==> src/rtl/mem_lsu.sv <==
// Load/store unit on the data-RAM initiator port: word-aligned RAM accesses,
// byte-lane masks and shifted store data, load extraction/extension, error flagging.
module mem_lsu #(
    parameter int unsigned ADDR_W     = 32,
    parameter int unsigned RD_LATENCY = 1
) (
    input  logic              clk,
    input  logic              reset_n,
    input  logic              req_valid_i,
    output logic              req_ready_o,
    input  logic [2:0]        req_funct3_i,
    input  logic              req_we_i,
    input  logic [ADDR_W-1:0] req_addr_i,
    input  logic [31:0]       req_wdata_i,
    output logic              resp_valid_o,
    output logic [31:0]       resp_rdata_o,
    output logic              resp_err_o,
    output logic              ram_en_o,
    output logic [ADDR_W-1:0] ram_address_o,
    output logic [31:0]       ram_data_o,
    output logic [3:0]        ram_wr_mask_o,
    input  logic [31:0]       ram_data_i
);

    typedef enum logic [1:0] {StIdle, StIssue, StWait, StResp} state_e;

    state_e     state_q;
    logic [2:0] funct3_q;
    logic       we_q;
    logic [1:0] lsb_q;
    logic [1:0] cnt_q;

    logic        req_illegal;
    logic        req_misaligned;
    logic        req_err;
    logic [3:0]  st_mask;
    logic [31:0] st_data;
    logic [7:0]  ld_byte;
    logic [15:0] ld_half;
    logic [31:0] ld_data;

    always_comb begin
        req_illegal = (req_funct3_i == 3'b011) || (req_funct3_i == 3'b110) ||
                      (req_funct3_i == 3'b111) || (req_we_i && req_funct3_i[2]);
        req_misaligned = ((req_funct3_i[1:0] == 2'b01) && req_addr_i[0]) ||
                         ((req_funct3_i[1:0] == 2'b10) && (req_addr_i[1:0] != 2'b00));
        req_err = req_illegal || req_misaligned;
    end

    always_comb begin
        st_mask = 4'b1111;
        st_data = req_wdata_i;
        case (req_funct3_i[1:0])
            2'b00: begin
                st_mask = 4'b0001 << req_addr_i[1:0];
                st_data = {4{req_wdata_i[7:0]}};
            end
            2'b01: begin
                st_mask = 4'b0011 << {req_addr_i[1], 1'b0};
                st_data = {2{req_wdata_i[15:0]}};
            end
            default: begin
                st_mask = 4'b1111;
                st_data = req_wdata_i;
            end
        endcase
    end

    always_comb begin
        ld_byte = ram_data_i[{lsb_q, 3'b000} +: 8];
        ld_half = ram_data_i[{lsb_q[1], 4'b0000} +: 16];
        case (funct3_q)
            3'b000:  ld_data = {{24{ld_byte[7]}}, ld_byte};
            3'b001:  ld_data = {{16{ld_half[15]}}, ld_half};
            3'b100:  ld_data = {24'h0, ld_byte};
            3'b101:  ld_data = {16'h0, ld_half};
            default: ld_data = ram_data_i;
        endcase
    end

    // Ready is registered so it stays low for the first cycle after reset release.
    always_ff @(posedge clk or negedge reset_n) begin
        if (!reset_n) begin
            state_q       <= StIdle;
            funct3_q      <= 3'b000;
            we_q          <= 1'b0;
            lsb_q         <= 2'b00;
            cnt_q         <= 2'b00;
            req_ready_o   <= 1'b0;
            resp_valid_o  <= 1'b0;
            resp_rdata_o  <= 32'h0;
            resp_err_o    <= 1'b0;
            ram_en_o      <= 1'b0;
            ram_address_o <= '0;
            ram_data_o    <= 32'h0;
            ram_wr_mask_o <= 4'b0000;
        end else begin
            case (state_q)
                StIdle: begin
                    if (req_ready_o && req_valid_i) begin
                        req_ready_o <= 1'b0;
                        funct3_q    <= req_funct3_i;
                        we_q        <= req_we_i;
                        lsb_q       <= req_addr_i[1:0];
                        if (req_err) begin
                            state_q      <= StResp;
                            resp_valid_o <= 1'b1;
                            resp_err_o   <= 1'b1;
                            resp_rdata_o <= 32'h0;
                        end else begin
                            state_q       <= StIssue;
                            ram_en_o      <= 1'b1;
                            ram_address_o <= {req_addr_i[ADDR_W-1:2], 2'b00};
                            if (req_we_i) begin
                                ram_wr_mask_o <= st_mask;
                                ram_data_o    <= st_data;
                            end
                        end
                    end else begin
                        req_ready_o <= 1'b1;
                    end
                end
                StIssue: begin
                    ram_wr_mask_o <= 4'b0000;
                    ram_data_o    <= 32'h0;
                    if (we_q) begin
                        ram_en_o      <= 1'b0;
                        ram_address_o <= '0;
                        state_q       <= StResp;
                        resp_valid_o  <= 1'b1;
                        resp_rdata_o  <= 32'h0;
                        resp_err_o    <= 1'b0;
                    end else begin
                        state_q <= StWait;
                        cnt_q   <= 2'(RD_LATENCY - 1);
                    end
                end
                StWait: begin
                    if (cnt_q == 2'd0) begin
                        ram_en_o      <= 1'b0;
                        ram_address_o <= '0;
                        state_q       <= StResp;
                        resp_valid_o  <= 1'b1;
                        resp_rdata_o  <= ld_data;
                        resp_err_o    <= 1'b0;
                    end else begin
                        cnt_q <= cnt_q - 2'd1;
                    end
                end
                StResp: begin
                    resp_valid_o <= 1'b0;
                    resp_rdata_o <= 32'h0;
                    resp_err_o   <= 1'b0;
                    req_ready_o  <= 1'b1;
                    state_q      <= StIdle;
                end
                default: state_q <= StIdle;
            endcase
        end
    end

endmodule

==> config.mk <==
export PLATFORM = sky130hd
export DESIGN_NAME = mem_lsu
export DESIGN_NICKNAME = d
export VERILOG_FILES = /design/src/rtl/mem_lsu.sv
export SDC_FILE = /design/constraint.sdc
export NUM_CORES = 1
export LEC_CHECK = 0
export BUFFER_PORTS_ARGS = -buffer_cell sky130_fd_sc_hd__buf_2
export CORE_UTILIZATION = 50
export CTS_CLUSTER_SIZE = 12
export DETAILED_ROUTE_END_ITERATION = 8
export PLACE_DENSITY = 0.89
export SETUP_SLACK_MARGIN = 0.05
export SLEW_MARGIN = 5
export SYNTH_ARGS = -nofsm -noshare
export SYNTH_HDL_FRONTEND = slang
export SYNTH_SLANG_ARGS = --single-unit
==> constraint.sdc <==
create_clock -name clk -period 2.72 [get_ports clk]
set_clock_uncertainty 0.15 [all_clocks]
set_input_delay 0.544 -clock clk [delete_from_list [all_inputs] [get_ports clk]]
set_output_delay 0.544 -clock clk [all_outputs]
set_load 0.02 [all_outputs]
; ---- Yosys cells after proc, flatten, opt, wreduce, memory -nomap -nowiden
; Cells that the tools add are included.
[op_classes]
n_reduce_logical = 24
n_mux = 41
addsub = 1
eq_ne = 19
shifts = 4
[op_table]
columns = operator, count
row1 = $mux W32, 10
row2 = $pmux W32 S4, 2
row3 = $pmux W32 S2, 2
row4 = $pmux W32 S3, 1
row5 = $shiftx A32 B6 Y16, 1
row6 = $shiftx A32 B6 Y8, 1
row7 = $ne A2 B2 Y1 const B, 8
row8 = $pmux W4 S2, 2
row9 = $eq A3 B3 Y1 const B, 4
row10 = $mux W4, 3
row11 = $mux W1, 10
row12 = $mux W2, 5
row13 = $pmux W1 S4, 2
row14 = $pmux W2 S4, 1
row15 = $reduce_and A4 Y1, 2
row16 = $reduce_bool A2 Y1, 4
row17 = $eq A2 B2 Y1 const B, 3
row18 = $logic_not A2 Y1, 3
row19 = $logic_or A1 B1 Y1, 5
row20 = $reduce_and A5 Y1, 1
row21 = $eq A2 B1 Y1 const B, 2
row22 = $logic_and A1 B1 Y1, 4
row23 = $pmux W2 S2, 1
row24 = $reduce_and A2 Y1, 2
row25 = 10 further kinds, 10
[totals]
regBits = 114
out_inout_bits = 104
wordCells = 102

; ---- Logic depth before layout (Yosys ltp)
; Gate-level depths: netlist of the first run.
[logic_depth]
depth_word = 8
mapped_depth = 8

; ---- Worst setup path after synthesis of the first run
; OpenSTA, ideal clock, no wires.
[synth_timing]
kind = reg-to-reg
startpoint = reg state_q[0]
endpoint = reg ram_address_o[22]
arrival_ns = 2.046
setup_time_ns = 0.125
setup_slack_ns = 0.399
path_stages_with_launch = 9
period_less_slack_ns = 2.321
path_buffers = 3
path_cell_list = dfrtp_1 > inv_1 > ha_1 > buf_2 > a221o_1 > buf_2 > a211oi_4 > buf_6 > mux2_2
[synth_between]
elab_chain_len = 3
elab_cells_between_ends = 10
[synth_rtl]
columns = element, line
row1 = start: declaration, 27  ; state_e state_q;
row2 = start signal: assignment, 84  ; state_q <= StIdle;
row3 = start signal: assignment, 106  ; state_q <= StResp;
row4 = start signal: assignment, 111  ; state_q <= StIssue;
row5 = $eq A2 B2 Y1 (tied with other cells), 98  ; case (state_q)
row6 = $ne A2 B2 Y1 (no source line) / $reduce_bool A3 Y1 (equally long branches), n/a
row7 = $reduce_and A5 Y1 (no source line), n/a
row8 = end signal: assignment, 113  ; ram_address_o <= {req_addr_i[ADDR_W-1:2], 2'b00};
row9 = end: declaration, 19  ; output logic [ADDR_W-1:0] ram_address_o,
; Several ways; a longest one is shown, not always the timed one.
; A chain may end at the register's enable or synchronous reset.

; ---- Worst setup path after layout of the first run
[layout_timing]
startpoint = reg state_q[0]
endpoint = reg ram_data_o[20]
[layout_between]
elab_chain_len = 3
elab_cells_between_ends = 8
[layout_rtl]
columns = element, line
row1 = $eq A2 B1 Y1 / $logic_not A2 Y1 (equally long branches), 98
row2 = $reduce_bool A2 Y1 (no source line) / $ne A2 B2 Y1 (equally long branches), n/a
row3 = $reduce_and A4 Y1 (no source line), n/a
row4 = end signal: assignment, 116  ; ram_data_o <= st_data;
row5 = end: declaration, 20  ; output logic [31:0] ram_data_o,
; Several ways; a longest one is shown, not always the timed one.

==> results of run 1 <==
-- Yosys cell counts (2+ instances only) --
cell / count / share of area
o41ai_2: 3 / 0.0085
a211oi_1: 20 / 0.026
a2111oi_0: 7 / 0.011
nand3b_1: 8 / 0.010
nand2b_1: 4 / 0.0043
a221oi_1: 7 / 0.011
or3_1: 2 / 0.0022
nor2_1: 25 / 0.016
nand2_1: 14 / 0.0091
o22ai_1: 2 / 0.0022
nand3_1: 25 / 0.022
mux2_1: 5 / 0.0098
dfrtp_1: 112 / 0.49
nor2b_1: 56 / 0.061
o21ai_1: 2 / 0.0017
buf_4: 3 / 0.0039
nor3_1: 5 / 0.0043
a21o_1: 9 / 0.012
o21a_1: 2 / 0.0026
o2bb2ai_1: 8 / 0.012
mux2_2: 29 / 0.057
a21oi_1: 25 / 0.022
mux2i_1: 14 / 0.024
buf_2: 8 / 0.0069
ha_1: 6 / 0.013
buf_1: 2 / 0.0013
o21ai_0: 38 / 0.033
inv_1: 13 / 0.0085
or2_2: 3 / 0.0033
o31ai_1: 19 / 0.025
clkbuf_1: 33 / 0.021
o41ai_1: 20 / 0.030
and2_1: 7 / 0.0076
buf_6: 3 / 0.0059
-- final cells by class --
cell class / count / share of cell area
Clock buffer: 11 / 0.0321
Timing Repair Buffer: 228 / 0.171
Sequential cell: 112 / 0.386
Multi-Input combinational cell: 381 / 0.370
Tap cell: 140 / 0.0241
Clock inverter: 5 / 0.00948
Inverter: 14 / 0.00724
-- power by group --
part / leakage (nW) / total [mW] / internal [mW] / switching, mW
clock network: 0.146 / 1.34 / 0.726 / 0.617
registers: 1.49 / 2.66 / 2.27 / 0.394
logic: 2.02 / 4.48 / 1.74 / 2.74
total: 3.65 / 8.49 / 4.73 / 3.76
-- per-stage QoR --
step                area [um^2]  std cells
floorplan                  5770        557
finish                     7260        891
detailed placement         6950        875
CTS                        7260        891
global route               7260        891
global placement           6950        875
-- flip-flops by register name, indices dropped and copies added (netlist names) --
name           count
ram_data_o        32
ram_en_o           1
req_ready_o        1
cnt_q              2
ram_address_o     30
resp_valid_o       1
state_q            2
we_q               1
resp_err_o         1
ram_wr_mask_o      4
resp_rdata_o      32
funct3_q           3
lsb_q              2
-- routing by layer --
| metal | wire (um) | part of all wire | up-vias | global-route usage |
|---|---|---|---|---|
| met2 | 8230 | 0.49 | 301 | 0.495 |
| li1 | - | - | 2422 | - |
| met1 | 6580 | 0.40 | 2620 | 0.351 |
| met3 | 1310 | 0.079 | 41 | 0.0557 |
| met5 | 0 | 0 | - | 0 |
| met4 | 505 | 0.030 | 0 | 0.116 |
-- how the worst min path moves through the flow --
stage / end
floorplan: cnt_q[0]
global placement: ram_address_o[4]
detailed placement: ram_address_o[23]
CTS: resp_rdata_o[6]
global route: resp_rdata_o[18]
finish: resp_rdata_o[6]
-- cell families (layout without fill, tap and decap cells) --
| kind of cell | after synthesis | count (layout) | share of synthesized area |
|---|---|---|---|
| compound gates | 172 | 172 | 0.214 |
| simple gates | 153 | 153 | 0.146 |
| flops | 112 | 112 | 0.486 |
| buf+inv | 64 | 258 | 0.0495 |
| mux | 48 | 48 | 0.0907 |
| fa+ha+maj | 6 | 6 | 0.0130 |
| other cells | 1 | 2 | 0.000651 |
-- cells in the final DEF (no fill, tap or decap), types with 2 or more instances in the layout --
cell type  netlist  final
nor3_1           5      5
mux2_2          29     29
buf_4            3     22
buf_12           0      3
nor2_1          25     25
buf_2            8    203
nand3_1         25     25
nand2_1         14     14
o31ai_1         19     19
a211oi_1        20     20
clkbuf_16        0      9
nand2b_1         4      4
o41ai_2          3      3
o41ai_1         20     20
a221oi_1         7      7
a21oi_1         25     25
a21o_1           9      9
mux2i_1         14     14
or3_1            2      2
o2bb2ai_1        8      8
ha_1             6      6
clkbuf_1        33      2
dfrtp_1        112    112
clkinv_4         0      2
nand3b_1         8      8
o22ai_1          2      2
and2_1           7      7
o21a_1           2      2
inv_1           13     13
nor2b_1         56     56
or2_2            3      3
mux2_1           5      5
o21ai_0         38     38
a2111oi_0        7      7
conb_1           1      2
==> impl_results.md, run 1 <==
* Crit path capture: ram_data_o[20]
* Sink Count at 112
* Overall Power at 8.49 mW
* Synth-to-Final Area Change at 25.9%
* Initial antenna violation count at 0
* Worst-path clk slew at approximately 70 ps
* Detailed-route via count at 5,384
* P_leak at 3.65 nW
* DR vias/cell at 6.04
* Relative slew slack at 0.145
* Crit path arrival time at roughly 2600 ps
* Core footprint at 11,000 um^2
* Avg Inst Size Synth at 10.4 um^2
* Final net count at 855
* RSZ-0062 raised after global routing: no
* Critical path class: flip-flop to flip-flop
* Sequential area share after synthesis at 0.486
* Num CTS Buffers at 9
* # diodes at 0
* Number of global-route vias before repair at 5,228
* Cell area after synthesis at 5760 um^2
* Delay-heaviest family, CP: compound AO/OA/AOI/OAI gates
* Sequential Area at 2800 um^2
* Setup Buffers After CTS at 0
* Worst path depth at 7
* Filler cell count at 906
* Io pins at 207
* Reg-to-Reg End: ram_data_o[20]
* Final setup violation count at 0
* Final estimated routing congestion in global placement at 0.903
* Ys async rst share at 1.00
* CTS root buffer: clkbuf_16
* Initial DRT Pass Iterations at 6
* Post-route DRC at 0
* Clk_lat worst skew at roughly 350 ps
* Worst-case vdd ir drop at 655 uV
* Total negative slack at 0 ps
* WL per Instance at between 15 and 20 um
* Post-CTS resize count at 0
* First-pass GRT wire length at 26,200 um
* DRT iter0 DRCs at 571
* Worst setup EP type: flip-flop
* R2R Setup Slk at 230 ps
* Mapped Cells at 556
* Setup crit start: state_q[0]
* Row cnt at 38
* CP cell instances: inv_1 > ha_1 > and4_1 > o21ai_2 > a21boi_0 > buf_4 > a211oi_1
* Critical path fanouts, max at 34
* Worst Tran Pin Value at 1270 ps
* Die height at 109 um
* Gr usage total at 0.286
* Final Hold Fails at 0
* Multi-input combinational cell area at 2680 um^2
* Grt total ovfl at 0
* Pre-CTS setup slack at 28.6 ps
* Synth Register Bits at about 110
* Startpoint Class: flip-flop
* Post-DP HPWL at 12,300 um
* Largest net degree at the start of global routing at 49
* Cell Pwr Density at 1170 nW/um^2
* Worst hold margin at 30.3 ps
* HP Class: input port to async pin
* CTS tree: built
* CTS max path bufs at 2
* Final slew viol count at 0
* Final WL at 16,600 um
* PortBufs at 204
* Distinct cells, synth at 51
* CP max stage delay at ~480 ps
* Reg2reg start: state_q[0]
* Max frequency at about 400 MHz
* Hold_buf cts at 0
* ANT nets after route at 0
* H-tree levels at 3
* Crit path max-delay cell type: o21ai_2
* Ratio of cells with drive above 1 in the final layout at 0.374
* Synth warnings at 0
* Post-layout util at 0.658
* Worst setup margin at 230 ps
* Initial Utilization at 0.522
* Die width at approximately 110 um
* Tcrit/Tclk final at 0.916
* DIE AREA at 12,000 um^2
* R2R cell count at 7
* Buf/Inv on CP at 2
* Outcome: finished, final reports clean
* Max Cap Violations at 0
* Top_reg_cell synth: dfrtp_1
* Tmin final at between 2000 and 2500 ps
* CP Data Required Time at about 2800 ps
* Number of synthesized flops with an enable pin at 0
Note: power is estimated with default switching activity, not from simulation.
==> run 2, diff against run 1 <==
CORE_ASPECT_RATIO = 0.6   (was default)
==> run 2 against run 1 <==
- sequential share of layout area rose by 0.13 points
- sequential power barely moved
- hold slack improved by 40 ps
- design area fell by 0.34%
- cell count fell by 0.34%
- combinational power barely moved
- wire length fell by 3.9%
- global-route usage fell by 1.2 points
- count of clock-buffer cells in the layout fell by 1
- register-to-register slack got worse by 60 ps
- via count fell by 2.7%
==> impl_results.md, run 2 (synthesized netlist as in run 1, its figures left out) <==
* Outcome: finished, final reports clean
* ANT nets after route at 0
* Hold_buf cts at 0
* Filler cell count at 859
* Startpoint Class: flip-flop
* Sequential Area at 2800 um^2
* Ratio of cells with drive above 1 in the final layout at 0.374
* Reg2reg start: state_q[0]
* CTS tree: built
* Die width at 141 um
* Setup crit start: state_q[0]
* Num CTS Buffers at 9
* Crit path arrival time at 2590 ps
* Final setup violation count at 0
* DR vias/cell at 5.90
* DRT iter0 DRCs at 338
* H-tree levels at 3
* Gr usage total at 0.274
* DP Area at 6950 um^2
* Max frequency at 391 MHz
* Row cnt at 29
* Synth-to-Final Area Change at 25.5%
* Overall Power at between 8 and 9 mW
* Detailed-route via count at 5,236
* Met3 Usage GRT at 0.0711
* Multi-input combinational cell area at 2680 um^2
* Worst Tran Pin Value at 987 ps
* Worst-path clk slew at 70 ps
* Post-layout util at 0.664
* WL per Instance at 18.0 um
* Post-route DRC at 0
* RSZ-0062 raised after global routing: no
* Final Hold Fails at 0
* Grt total ovfl at 0
* Setup Buffers After CTS at 0
* Worst setup margin at between 150 and 200 ps
* Initial antenna violation count at 0
* Tmin final at 2550 ps
* Worst setup EP type: flip-flop
* Global routing usage on met2 at 0.412
* DIE AREA at 12,000 um^2
* Clk_lat worst skew at ~340 ps
* Critical path fanouts, max at 33
* Most common cell after layout, fill and taps aside: buf_2
* Post-CTS resize count at 0
* Tcrit/Tclk final at 0.939
* Cell Pwr Density at 1160 nW/um^2
* Total negative slack at 0 ps
* Core footprint at 10,900 um^2
* Largest net degree at the start of global routing at 49
* Cell area after layout at between 7000 and 8000 um^2
* HP Class: input port to async pin
* Final WL at roughly 16,000 um
* Post-DP HPWL at 11,700 um
* Commonest cells after routing, fill and taps aside: 203 x buf_2, 112 x dfrtp_1, 56 x nor2b_1
* Die height at 85.2 um
* CTS root buffer: clkbuf_16
* Final net count at approximately 850
* Io pins at 207
* First-pass GRT wire length at about 26,000 um
* Largest registers: ram_data_o x32, resp_rdata_o x32, ram_address_o x30
* Relative slew slack at 0.340
* Max Cap Violations at 0
* Worst-case vdd ir drop at 596 uV
* Number of global-route vias before repair at 5,116
* PortBufs at a little over 200
* GRT met1 Usage at 0.393
* Sink Count at 112
* P_leak at 3.64 nW
* Final estimated routing congestion in global placement at 0.867
* Grt peak-use layer: met2
* Final slew viol count at 0
* Initial Utilization at 0.529
* Initial DRT Pass Iterations at 5
* CP Data Required Time at 2760 ps
* Critical path class: flip-flop to flip-flop
* Pre-CTS setup slack at 200 ps
* CTS max path bufs at 2
* # diodes at 0
## run 2: cell types whose count changed in the layout (fill, tap and decap cells not counted)
| cell | change |
|---|---|
| inv_6 | +2 |
| bufinv_16 | -1 |
| buf_4 | -3 |
| buf_12 | +1 |
| clkbuf_1 | -1 |
| clkinv_8 | -1 |
| inv_8 | +1 |
## run 2: per-layer routing
metal | up-vias | wire, um
li1 | 2423 | -
met1 | 2514 | 7410
met2 | 276 | 6930
met3 | 23 | 1420
met4 | 0 | 206
met5 | - | 0
## run 2: report_power, final
group          internal, mW  leakage [nW]  switching, mW
clock                 0.638         0.139          0.620
combinational          1.75          2.01           2.72
sequential             2.27          1.49          0.379
## run 2: metrics by stage
stage          instances  hold slack (ps)
6_report             888             70.7
3_5_place_dp         872              322
5_1_grt              888              111
3_3_place_gp         872              317
2_1_floorplan        557             98.4
4_1_cts              888             82.5
## run 2: path summary, 6_finish.rpt
| path | end | slack (ps) | depth (start not counted) |
|---|---|---|---|
| setup / recovery | resp_rdata_o[6] | 170 | 7 |
| hold / removal | ram_data_o[2] | 70 | 1 |
| setup reg to reg | resp_rdata_o[6] | 170 | 7 |
| hold reg to reg | resp_rdata_o[14] | 340 | 1 |
| max in group asynchronous | state_q[0] | 1630 | 2 |
| min in group clk | ram_data_o[1] | 340 | 3 |
## run 2: area by class of cell
cell class,instances,area share
inverters,14,0.00727
multi-input cells,381,0.371
well taps,139,0.0241
clock buffers,10,0.0317
flip-flops and latches,112,0.388
repair buffers,226,0.171
clock inverters,6,0.00709
## run 2: worst max-delay path: stages (launching register included)
cell and delay (ps):
dfrtp_1 440, inv_1 110, ha_1 220, nor2b_1 140, a221o_1 330, or2_1 310, buf_12 190, o41ai_1 510
